--- config.mk ---
export PLATFORM = sky130hd
export DESIGN_NAME = mdu_seq
export DESIGN_NICKNAME = d
export VERILOG_FILES = /design/src/rtl/mdu_pkg.sv /design/src/rtl/mdu_divstep.sv /design/src/rtl/mdu_seq.sv
export SDC_FILE = /design/constraint.sdc
export NUM_CORES = 1
export LEC_CHECK = 0
export CAP_MARGIN = 20
export CORE_MARGIN = 1.5
export CORE_UTILIZATION = 55
export DETAILED_ROUTE_END_ITERATION = 10
export PLACE_DENSITY = 0.78
export SLEW_MARGIN = 15
export SYNTH_ARGS = -nofsm -noshare
export SYNTH_HDL_FRONTEND = slang
export SYNTH_SLANG_ARGS = --single-unit
--- constraint.sdc ---
create_clock -name clk -period 8.3 [get_ports clk]
set_clock_uncertainty 0.2 [all_clocks]
set_input_delay 2.49 -clock clk [delete_from_list [all_inputs] [get_ports clk]]
set_output_delay 2.49 -clock clk [all_outputs]
set_load 0.02 [all_outputs]
--- src/rtl/mdu_pkg.sv ---
// Shared types and constants for the iterative multiply/divide unit.
// State encoding, funct3 operation codes and the iteration-counter width helper.
package mdu_pkg;

    typedef enum logic [2:0] {
        IDLE,
        MUL,
        DIV,
        FIX,
        DONE
    } state_t;

    localparam logic [2:0] F3_MUL    = 3'b000;
    localparam logic [2:0] F3_MULH   = 3'b001;
    localparam logic [2:0] F3_MULHSU = 3'b010;
    localparam logic [2:0] F3_MULHU  = 3'b011;
    localparam logic [2:0] F3_DIV    = 3'b100;
    localparam logic [2:0] F3_DIVU   = 3'b101;
    localparam logic [2:0] F3_REM    = 3'b110;
    localparam logic [2:0] F3_REMU   = 3'b111;

    // Counter must reach XLEN-1 and still compare cleanly against it.
    function automatic int cnt_width(input int xlen);
        return $clog2(xlen) + 1;
    endfunction

endpackage

--- src/rtl/mdu_divstep.sv ---
// One restoring-division step: trial-subtract the divisor from the shifted
// partial remainder and keep the difference only when it does not go negative.
module mdu_divstep #(
    parameter int XLEN = 32
) (
    input  logic [XLEN:0]   i_rem,
    input  logic [XLEN-1:0] i_div,
    output logic [XLEN-1:0] o_rem,
    output logic            o_qbit
);

    logic [XLEN:0] w_diff;

    // Shifted remainder is below 2*divisor, so bit XLEN of the difference is a clean sign.
    assign w_diff = i_rem - {1'b0, i_div};
    assign o_qbit = ~w_diff[XLEN];
    assign o_rem  = o_qbit ? w_diff[XLEN-1:0] : i_rem[XLEN-1:0];

endmodule

--- src/rtl/mdu_seq.sv ---
// Iterative RV32M/RV64M multiply/divide unit: shift-add multiply or restoring
// divide at one bit per cycle, with a start/stall/done pipeline handshake.
module mdu_seq
    import mdu_pkg::*;
#(
    parameter int XLEN         = 32,
    parameter bit FAST_SPECIAL = 1'b1
) (
    input  logic            clk,
    input  logic            reset,
    input  logic            StartE,
    input  logic [2:0]      funct3E,
    input  logic [XLEN-1:0] SrcAE,
    input  logic [XLEN-1:0] SrcBE,
    input  logic            FlushE,
    output logic            StallReqE,
    output logic            BusyE,
    output logic            DoneE,
    output logic [XLEN-1:0] ResultE
);

    localparam int CW = cnt_width(XLEN);
    localparam logic [XLEN-1:0]   ZERO  = '0;
    localparam logic [XLEN-1:0]   ONES  = '1;
    localparam logic [XLEN-1:0]   MIN   = {1'b1, {(XLEN-1){1'b0}}};
    localparam logic [2*XLEN-1:0] ZERO2 = '0;

    state_t            r_state;
    logic [CW-1:0]     r_cnt;
    logic [2:0]        r_op;
    logic              r_neg_res;
    logic              r_neg_rem;
    logic [XLEN-1:0]   r_a;
    logic [XLEN-1:0]   r_b;
    logic [2*XLEN:0]   r_acc;
    logic              r_spec;
    logic [XLEN-1:0]   r_spec_val;
    logic [XLEN-1:0]   r_result;
    logic              r_busy;
    logic              r_done;

    // Acceptance-time decode
    logic            w_accept;
    logic            w_is_div;
    logic            w_a_signed;
    logic            w_b_signed;
    logic            w_a_neg;
    logic            w_b_neg;
    logic [XLEN-1:0] w_a_mag;
    logic [XLEN-1:0] w_b_mag;
    logic            w_div_zero;
    logic            w_ovf;
    logic            w_spec;
    logic [XLEN-1:0] w_spec_val;

    assign w_accept   = (r_state == IDLE) & StartE & ~FlushE;
    assign w_is_div   = funct3E[2];
    assign w_a_signed = (funct3E == F3_MULH) | (funct3E == F3_MULHSU) |
                        (funct3E == F3_DIV)  | (funct3E == F3_REM);
    assign w_b_signed = (funct3E == F3_MULH) | (funct3E == F3_DIV) | (funct3E == F3_REM);
    assign w_a_neg    = w_a_signed & SrcAE[XLEN-1];
    assign w_b_neg    = w_b_signed & SrcBE[XLEN-1];
    // |MIN| wraps to the bit pattern 2^(XLEN-1), which is correct read as unsigned.
    assign w_a_mag    = w_a_neg ? (ZERO - SrcAE) : SrcAE;
    assign w_b_mag    = w_b_neg ? (ZERO - SrcBE) : SrcBE;
    assign w_div_zero = w_is_div & (SrcBE == ZERO);
    assign w_ovf      = ((funct3E == F3_DIV) | (funct3E == F3_REM)) &
                        (SrcAE == MIN) & (SrcBE == ONES);
    assign w_spec     = w_div_zero | w_ovf;
    assign w_spec_val = w_div_zero ? (funct3E[1] ? SrcAE : ONES)
                                   : (funct3E[1] ? ZERO  : MIN);

    // Multiply step: add multiplicand into the high half, then shift right.
    logic            w_mul_bit;
    logic [XLEN-1:0] w_mul_add;
    logic [XLEN:0]   w_mul_hi;
    logic [2*XLEN:0] w_mul_next;

    assign w_mul_bit  = r_b[r_cnt[CW-2:0]];
    assign w_mul_add  = w_mul_bit ? r_a : ZERO;
    assign w_mul_hi   = r_acc[2*XLEN:XLEN] + {1'b0, w_mul_add};
    assign w_mul_next = {1'b0, w_mul_hi, r_acc[XLEN-1:1]};

    // Divide step: accumulator holds {remainder, dividend/quotient}.
    logic [XLEN-1:0] w_step_rem;
    logic            w_step_q;
    logic [2*XLEN:0] w_div_next;

    mdu_divstep #(.XLEN(XLEN)) u_divstep (
        .i_rem  (r_acc[2*XLEN-1:XLEN-1]),
        .i_div  (r_b),
        .o_rem  (w_step_rem),
        .o_qbit (w_step_q)
    );

    assign w_div_next = {1'b0, w_step_rem, r_acc[XLEN-2:0], w_step_q};

    // Sign correction and half selection
    logic [2*XLEN-1:0] w_prod;
    logic [XLEN-1:0]   w_quot;
    logic [XLEN-1:0]   w_rem;
    logic [XLEN-1:0]   w_fix_val;

    assign w_prod = r_neg_res ? (ZERO2 - r_acc[2*XLEN-1:0]) : r_acc[2*XLEN-1:0];
    assign w_quot = r_neg_res ? (ZERO - r_acc[XLEN-1:0]) : r_acc[XLEN-1:0];
    assign w_rem  = r_neg_rem ? (ZERO - r_acc[2*XLEN-1:XLEN]) : r_acc[2*XLEN-1:XLEN];

    always_comb begin
        w_fix_val = ZERO;
        case (r_op)
            F3_MUL:                       w_fix_val = w_prod[XLEN-1:0];
            F3_MULH, F3_MULHSU, F3_MULHU: w_fix_val = w_prod[2*XLEN-1:XLEN];
            F3_DIV, F3_DIVU:              w_fix_val = w_quot;
            default:                      w_fix_val = w_rem;
        endcase
        if (r_spec) begin
            w_fix_val = r_spec_val;
        end
    end

    always_ff @(posedge clk or posedge reset) begin
        if (reset) begin
            r_state    <= IDLE;
            r_cnt      <= '0;
            r_op       <= '0;
            r_neg_res  <= 1'b0;
            r_neg_rem  <= 1'b0;
            r_a        <= '0;
            r_b        <= '0;
            r_acc      <= '0;
            r_spec     <= 1'b0;
            r_spec_val <= '0;
            r_result   <= '0;
            r_busy     <= 1'b0;
            r_done     <= 1'b0;
        end else begin
            r_done <= 1'b0;
            case (r_state)
                IDLE: begin
                    if (w_accept) begin
                        r_op       <= funct3E;
                        r_neg_res  <= w_a_neg ^ w_b_neg;
                        r_neg_rem  <= w_a_neg;
                        r_a        <= w_a_mag;
                        r_b        <= w_b_mag;
                        r_acc      <= w_is_div ? {{(XLEN+1){1'b0}}, w_a_mag} : '0;
                        r_cnt      <= '0;
                        r_spec     <= w_spec;
                        r_spec_val <= w_spec_val;
                        r_busy     <= 1'b1;
                        if (FAST_SPECIAL && w_spec) begin
                            r_state <= FIX;
                        end else begin
                            r_state <= w_is_div ? DIV : MUL;
                        end
                    end
                end
                MUL, DIV: begin
                    if (FlushE) begin
                        r_state <= IDLE;
                        r_busy  <= 1'b0;
                    end else begin
                        r_acc <= (r_state == DIV) ? w_div_next : w_mul_next;
                        r_cnt <= r_cnt + CW'(1);
                        if (r_cnt == CW'(XLEN-1)) begin
                            r_state <= FIX;
                        end
                    end
                end
                FIX: begin
                    r_busy <= 1'b0;
                    if (FlushE) begin
                        r_state <= IDLE;
                    end else begin
                        r_result <= w_fix_val;
                        r_done   <= 1'b1;
                        r_state  <= DONE;
                    end
                end
                DONE: begin
                    r_state <= IDLE;
                end
                default: begin
                    r_state <= IDLE;
                    r_busy  <= 1'b0;
                end
            endcase
        end
    end

    assign StallReqE = w_accept | r_busy;
    assign BusyE     = r_busy;
    assign DoneE     = r_done;
    assign ResultE   = r_result;

endmodule
After elaboration in Yosys (flattened, before gate mapping)
Index checks and enable logic that the tools add are counted.
{"block": "totals", "n_memories": 0, "wordCells": 107, "latchBits": 0, "out_inout_bits": 35, "romBits": 0, "regBits": 210, "in_bits": 71, "ram_bits": 0}
{"block": "classes", "multipliers": 0, "n_mux": 34, "n_reduce_logical": 12, "add_sub_neg": 8, "n_eq_ne": 20, "n_shift": 0, "div": 0, "magnitude_cmp": 1, "n_bitwise": 19}
{"cell": "$mux W32", "count": 11}
{"cell": "$mux W65", "count": 2}
{"cell": "$pmux W65 S2", "count": 1}
{"cell": "$mux W64", "count": 2}
{"cell": "$sub A1 B32 Y32 const A", "count": 4}
{"cell": "$pmux W32 S3", "count": 1}
{"cell": "$eq A32 B32 Y1 const B", "count": 2}
{"cell": "$sub A1 B64 Y64 const A", "count": 1}
{"cell": "$add A33 B32 Y33", "count": 1}
{"cell": "$sub A33 B32 Y33", "count": 1}
{"cell": "$logic_not A32 Y1", "count": 1}
{"cell": "$eq A3 B2 Y1 const B", "count": 5}
{"cell": "$eq A3 B3 Y1 const B", "count": 5}
{"cell": "$mux W3", "count": 4}
{"cell": "$mux W6", "count": 2}
{"cell": "$pmux W6 S2", "count": 1}
{"cell": "$eq A3 B1 Y1 const B", "count": 3}
{"cell": "$pmux W3 S3", "count": 1}
{"cell": "$or A1 B1 Y1", "count": 8}
{"cell": "$and A1 B1 Y1", "count": 7}
{"cell": "$add A6 B1 Y6 const B", "count": 1}
{"cell": "$eq A6 B5 Y1 const B", "count": 1}
{"cell": "$logic_not A3 Y1", "count": 2}
{"cell": "$lt A5 B6 Y1 const B", "count": 1}
{"cell": "other kinds (13)", "count": 26}

Logic depth before layout (Yosys ltp)
{"block": "depth", "word_depth": 9, "mapped_depth": 17, "depth_no_buf": 16}

Modules after synthesis
From an unflattened synthesis, not the netlist that was laid out.
{"block": "hier_totals", "hier_cells": 2083, "hier_area_um2": 17275.3}
{"mod": "mdu_seq", "cells_per_inst": 1778, "area_per_inst_um2": 14916.8, "seq_area_each_um2": 5230.0, "instances": 1}
{"mod": "mdu_divstep", "cells_per_inst": 305, "area_per_inst_um2": 2358.5, "seq_area_each_um2": 0.0, "instances": 1}

Worst setup path after synthesis
Ideal clock, no wire load.
{"block": "synth_path", "path_kind": "input -> output", "from": "input port StartE", "to": "output port StallReqE", "setup_slack_ns": 1.820, "arrival_ns": 3.790, "required_time_ns": 5.610, "stages": 6, "path_buffers": 2, "cell_sequence": "or3_1 > and3_1 > nand2_1 > clkbuf_1 > clkbuf_1 > nand2b_1"}
{"block": "synth_via", "elab_chain_cells": 3}
{"element": "from (decl)", "line": "mdu_seq.sv:11", "source": "input logic StartE,"}
{"element": "$and A1 B1 Y1 (2 in a row)", "line": "mdu_seq.sv:56", "source": "assign w_accept = (r_state == IDLE) & StartE & ~FlushE;"}
{"element": "$or A1 B1 Y1", "line": "mdu_seq.sv:191", "source": "assign StallReqE = w_accept | r_busy;"}
{"element": "to (decl)", "line": "mdu_seq.sv:16", "source": "output logic StallReqE,"}
No other way between the ends.

Final worst setup path
{"block": "layout_path", "from": "input port FlushE", "to": "output port StallReqE"}
{"block": "layout_via", "elab_chain_cells": 3}
{"element": "from (decl)", "line": "mdu_seq.sv:15", "source": "input logic FlushE,"}
{"element": "$not A1 Y1 (no line)"}
{"element": "$and A1 B1 Y1", "line": "mdu_seq.sv:56"}
{"element": "$or A1 B1 Y1", "line": "mdu_seq.sv:191"}
No other way between the ends.

==> flow_metrics.tcl <==
set metrics [dict create \
    max_freq_ghz 0.146 \
    fin_tns_setup_ns 0 \
    reg2regPathDepth 15 \
    hold_path_class "reg2reg" \
    whs_ns 0.274 \
    grt_max_degree 99 \
    drtIter0Drc 1853 \
    die_h_um 179 \
    drive_gt1_share_pct 5.67 \
    max_slew_margin_pct 24.3 \
    synth_top_area_share_pct 30.7 \
    finalCriticalPeriod_ns 6.83 \
    synth_compound_area_share_pct 25.8 \
    dpl.hpwl_mm 41.4 \
    rsz0062_at_grt "false" \
    ant_nets 0 \
    yosys-top-cells-area "dfrtp_1 (31%), o21ai_0 (6.6%), nand2_1 (5.7%)" \
    ys_ff_latch 209 \
    wl_met2_mm 24.6 \
    timing.rr.start "r_cnt[0]$_DFFE_PP0P_" \
    muxShareOfSynthArea_pct 4.60 \
    fin_cells 2531 \
    syn_area_mm2 0.0170 \
    grt_antenna_before_repair 1 \
    avgSynthCellArea_um2 8.10 \
    maxCapViolations 0 \
    critPathMaxFanout 5 \
    yosysWarnings 0 \
    finalSetupViolCount 0 \
    r2r_slack_ns 2.59 \
    die-area_mm2 0.0320 \
    cts_root_buffer "clkbuf_16" \
    cp.arrival_ns 4.14 \
    cts_buffers 25 \
    grt_use_total_pct 35.3 \
    endpoint_kind "primary output" \
    layout_common_cells "nand2_1 (257), o21ai_0 (226), dfrtp_1 (208), a21oi_1 (142), clkdlybuf4s50_1 (105)" \
    highest_layer "met5" \
    syn_nets 2243 \
    dpl_worst_slack_ns 1.46 \
    htreeDepth 1 \
    clock_tree.buffer_depth 3 \
    synth_largest_area_cell "dfrtp_1" \
    drt-total-wl_mm 56.7 \
    holdBufCountCts 0 \
    dr.pass1.iters 5 \
    grt_overflow 0 \
    status "finished, final reports clean" \
    path_class "in2out" \
    routedWlPerCell_um 22.4 \
    core_mm2 0.0305 \
    p_leak_nw 7.88 \
    start_kind "input port" \
    critical_path.endpoint "StallReqE" \
    die_x_um 179 \
    slew_violations 0 \
    synth_edf_count 0 \
    synth-simple-area-share_pct 19.0 \
    crit_start "FlushE" \
    wl_met3_mm 5.07 \
    synth_xor_area_share_pct 9.63 \
    total_power_w 0.00836 \
    timing.final.crit_share_pct 82.3 \
    cts_setup_buffers 0 \
    worst_pin_slew_ns 1.12 \
    pin_count 106 \
    antennaDiodeCount 0 \
    num_rows 64 \
    rr_endpoint "r_acc[63]$_DFFE_PP0P_" \
    synth_ff_type "dfrtp_1" \
    initial_core_util_pct 55.8 \
    port_buffers 105 \
    cts.sinks 209 \
    cts_tree "built" \
    clk_pin_slew_ns 0.05 \
    ctsResizeCount 0 \
    place_congestion 1.01 \
    placed_cells 2483 \
    synth_fa_ha_area_share_pct 5.38 \
    synth-async-reset-ratio_pct 100 \
    drcViolationCount 0 \
    area_delta_synth_final_pct 12.3 \
    met1_length_mm 24.5 \
    synth_top_family_by_area "compound AO/OA/AOI/OAI gates" \
    ir_worst_vdd_v 0.000417 \
    avgViaCountPerCell 6.61 \
    grt_pass1_wl_mm 88.0 \
    finalHoldViolCount 0 \
    ys_seq_area_share_pct 30.7 \
    synthDistinctLibCells 75 \
    insertion_delay_ns 0.54 \
    cp.required_ns 5.61 \
    grt_pass1_vias 15500 \
    nets 2259 \
    power.density_mw_per_mm2 438 \
    vias 16700 \
    layout_commonest_cell "nand2_1" \
    worst_slack_ns 1.47 \
    syn_inst 2100 \
]
[cell type report]
class / instances / area, µm²
Clock buffer: 35 / 713
Clock inverter: 11 / 143
Fill cell: 2652 / 11400
Inverter: 67 / 255
Multi-Input combinational cell: 1678 / 11000
Sequential cell: 209 / 5230
Tap cell: 396 / 495
Timing Repair Buffer: 135 / 1280
[where the power goes]
part / switching (W) / internal, W / total [W] / leakage (nW)
Sequential: 0.000652 / 0.00140 / 0.00205 / 2.68
Combinational: 0.00315 / 0.00201 / 0.00516 / 4.78
Clock: 0.000457 / 0.000693 / 0.00115 / 0.417
[state kept, by name, indices dropped and copies added (netlist names)]
register / count
r_spec_val: 32
r_b: 32
r_a: 32
r_neg_rem: 1
BusyE: 1
r_acc: 64
r_op: 3
r_spec: 1
DoneE: 1
ResultE: 32
r_state: 3
r_cnt: 6
r_neg_res: 1
[metal layers]
| layer | vias up | track usage, % |
|---|---|---|
| met3 | 156 | 5.60 |
| met1 | 8082 | 50.6 |
| li1 | 7678 | - |
| met4 | 2 | 14.4 |
| met5 | - | 0 |
| met2 | 811 | 52.9 |
[metrics by stage]
step,utilization (%),cell area [µm²]
2_1_floorplan,-,17000
3_3_place_gp,59.7,18200
3_5_place_dp,59.7,18200
4_1_cts,62.5,19100
5_1_grt,62.6,19100
6_report,62.6,19100
[worst max-delay path: stages]
cell	delay, ns
clkdlybuf4s50_1	0.41
nor2_1	0.24
and3_2	0.27
nand2_4	0.05
nand2b_1	0.07
clkdlybuf4s50_1	0.60
[worst min-delay path by stage]
stage                                from                          to  slack (ns)  cells after the start
2_1_floorplan         r_a[31]$_DFFE_PP0P_         r_a[31]$_DFFE_PP0P_        0.24                      2
3_3_place_gp   r_spec_val[16]$_DFFE_PP0P_  r_spec_val[16]$_DFFE_PP0P_        0.25                      2
3_5_place_dp   r_spec_val[14]$_DFFE_PP0P_  r_spec_val[14]$_DFFE_PP0P_        0.26                      2
4_1_cts        r_spec_val[14]$_DFFE_PP0P_  r_spec_val[14]$_DFFE_PP0P_        0.27                      2
5_1_grt        r_spec_val[25]$_DFFE_PP0P_  r_spec_val[25]$_DFFE_PP0P_        0.29                      2
6_report       r_spec_val[27]$_DFFE_PP0P_  r_spec_val[27]$_DFFE_PP0P_        0.27                      2
[cells by family after synthesis]
kind of cell    Yosys count
flops                   209
buf+inv                 213
mux                      65
fa+ha+maj                72
simple gates            665
xor+xnor                187
compound gates          689
[cells in the mapped netlist, types with 5 or more instances]
cell type	n
nor2b_1	66
and2_1	11
xor2_1	87
clkbuf_1	129
xnor2_1	100
o31ai_1	52
nor4_1	16
nand2_1	258
nor3_1	48
o21bai_1	9
buf_2	7
a22oi_1	20
o221ai_1	47
or2_2	12
o31a_1	6
a21oi_1	142
mux2_2	6
nor3b_1	5
and3_1	14
or3_1	28
o22ai_1	11
nand3_1	36
nand2b_1	15
o21a_1	46
nand4_1	27
mux2i_1	49
o211ai_1	11
ha_1	70
mux4_2	10
nor2_1	101
inv_1	67
a211oi_1	17
a21o_1	25
a221oi_1	9
or4_1	11
buf_1	9
a31oi_1	10
o21ai_0	226
dfrtp_1	209
a32oi_1	7
o41ai_1	14
Note: power is estimated with default switching activity, not from simulation.
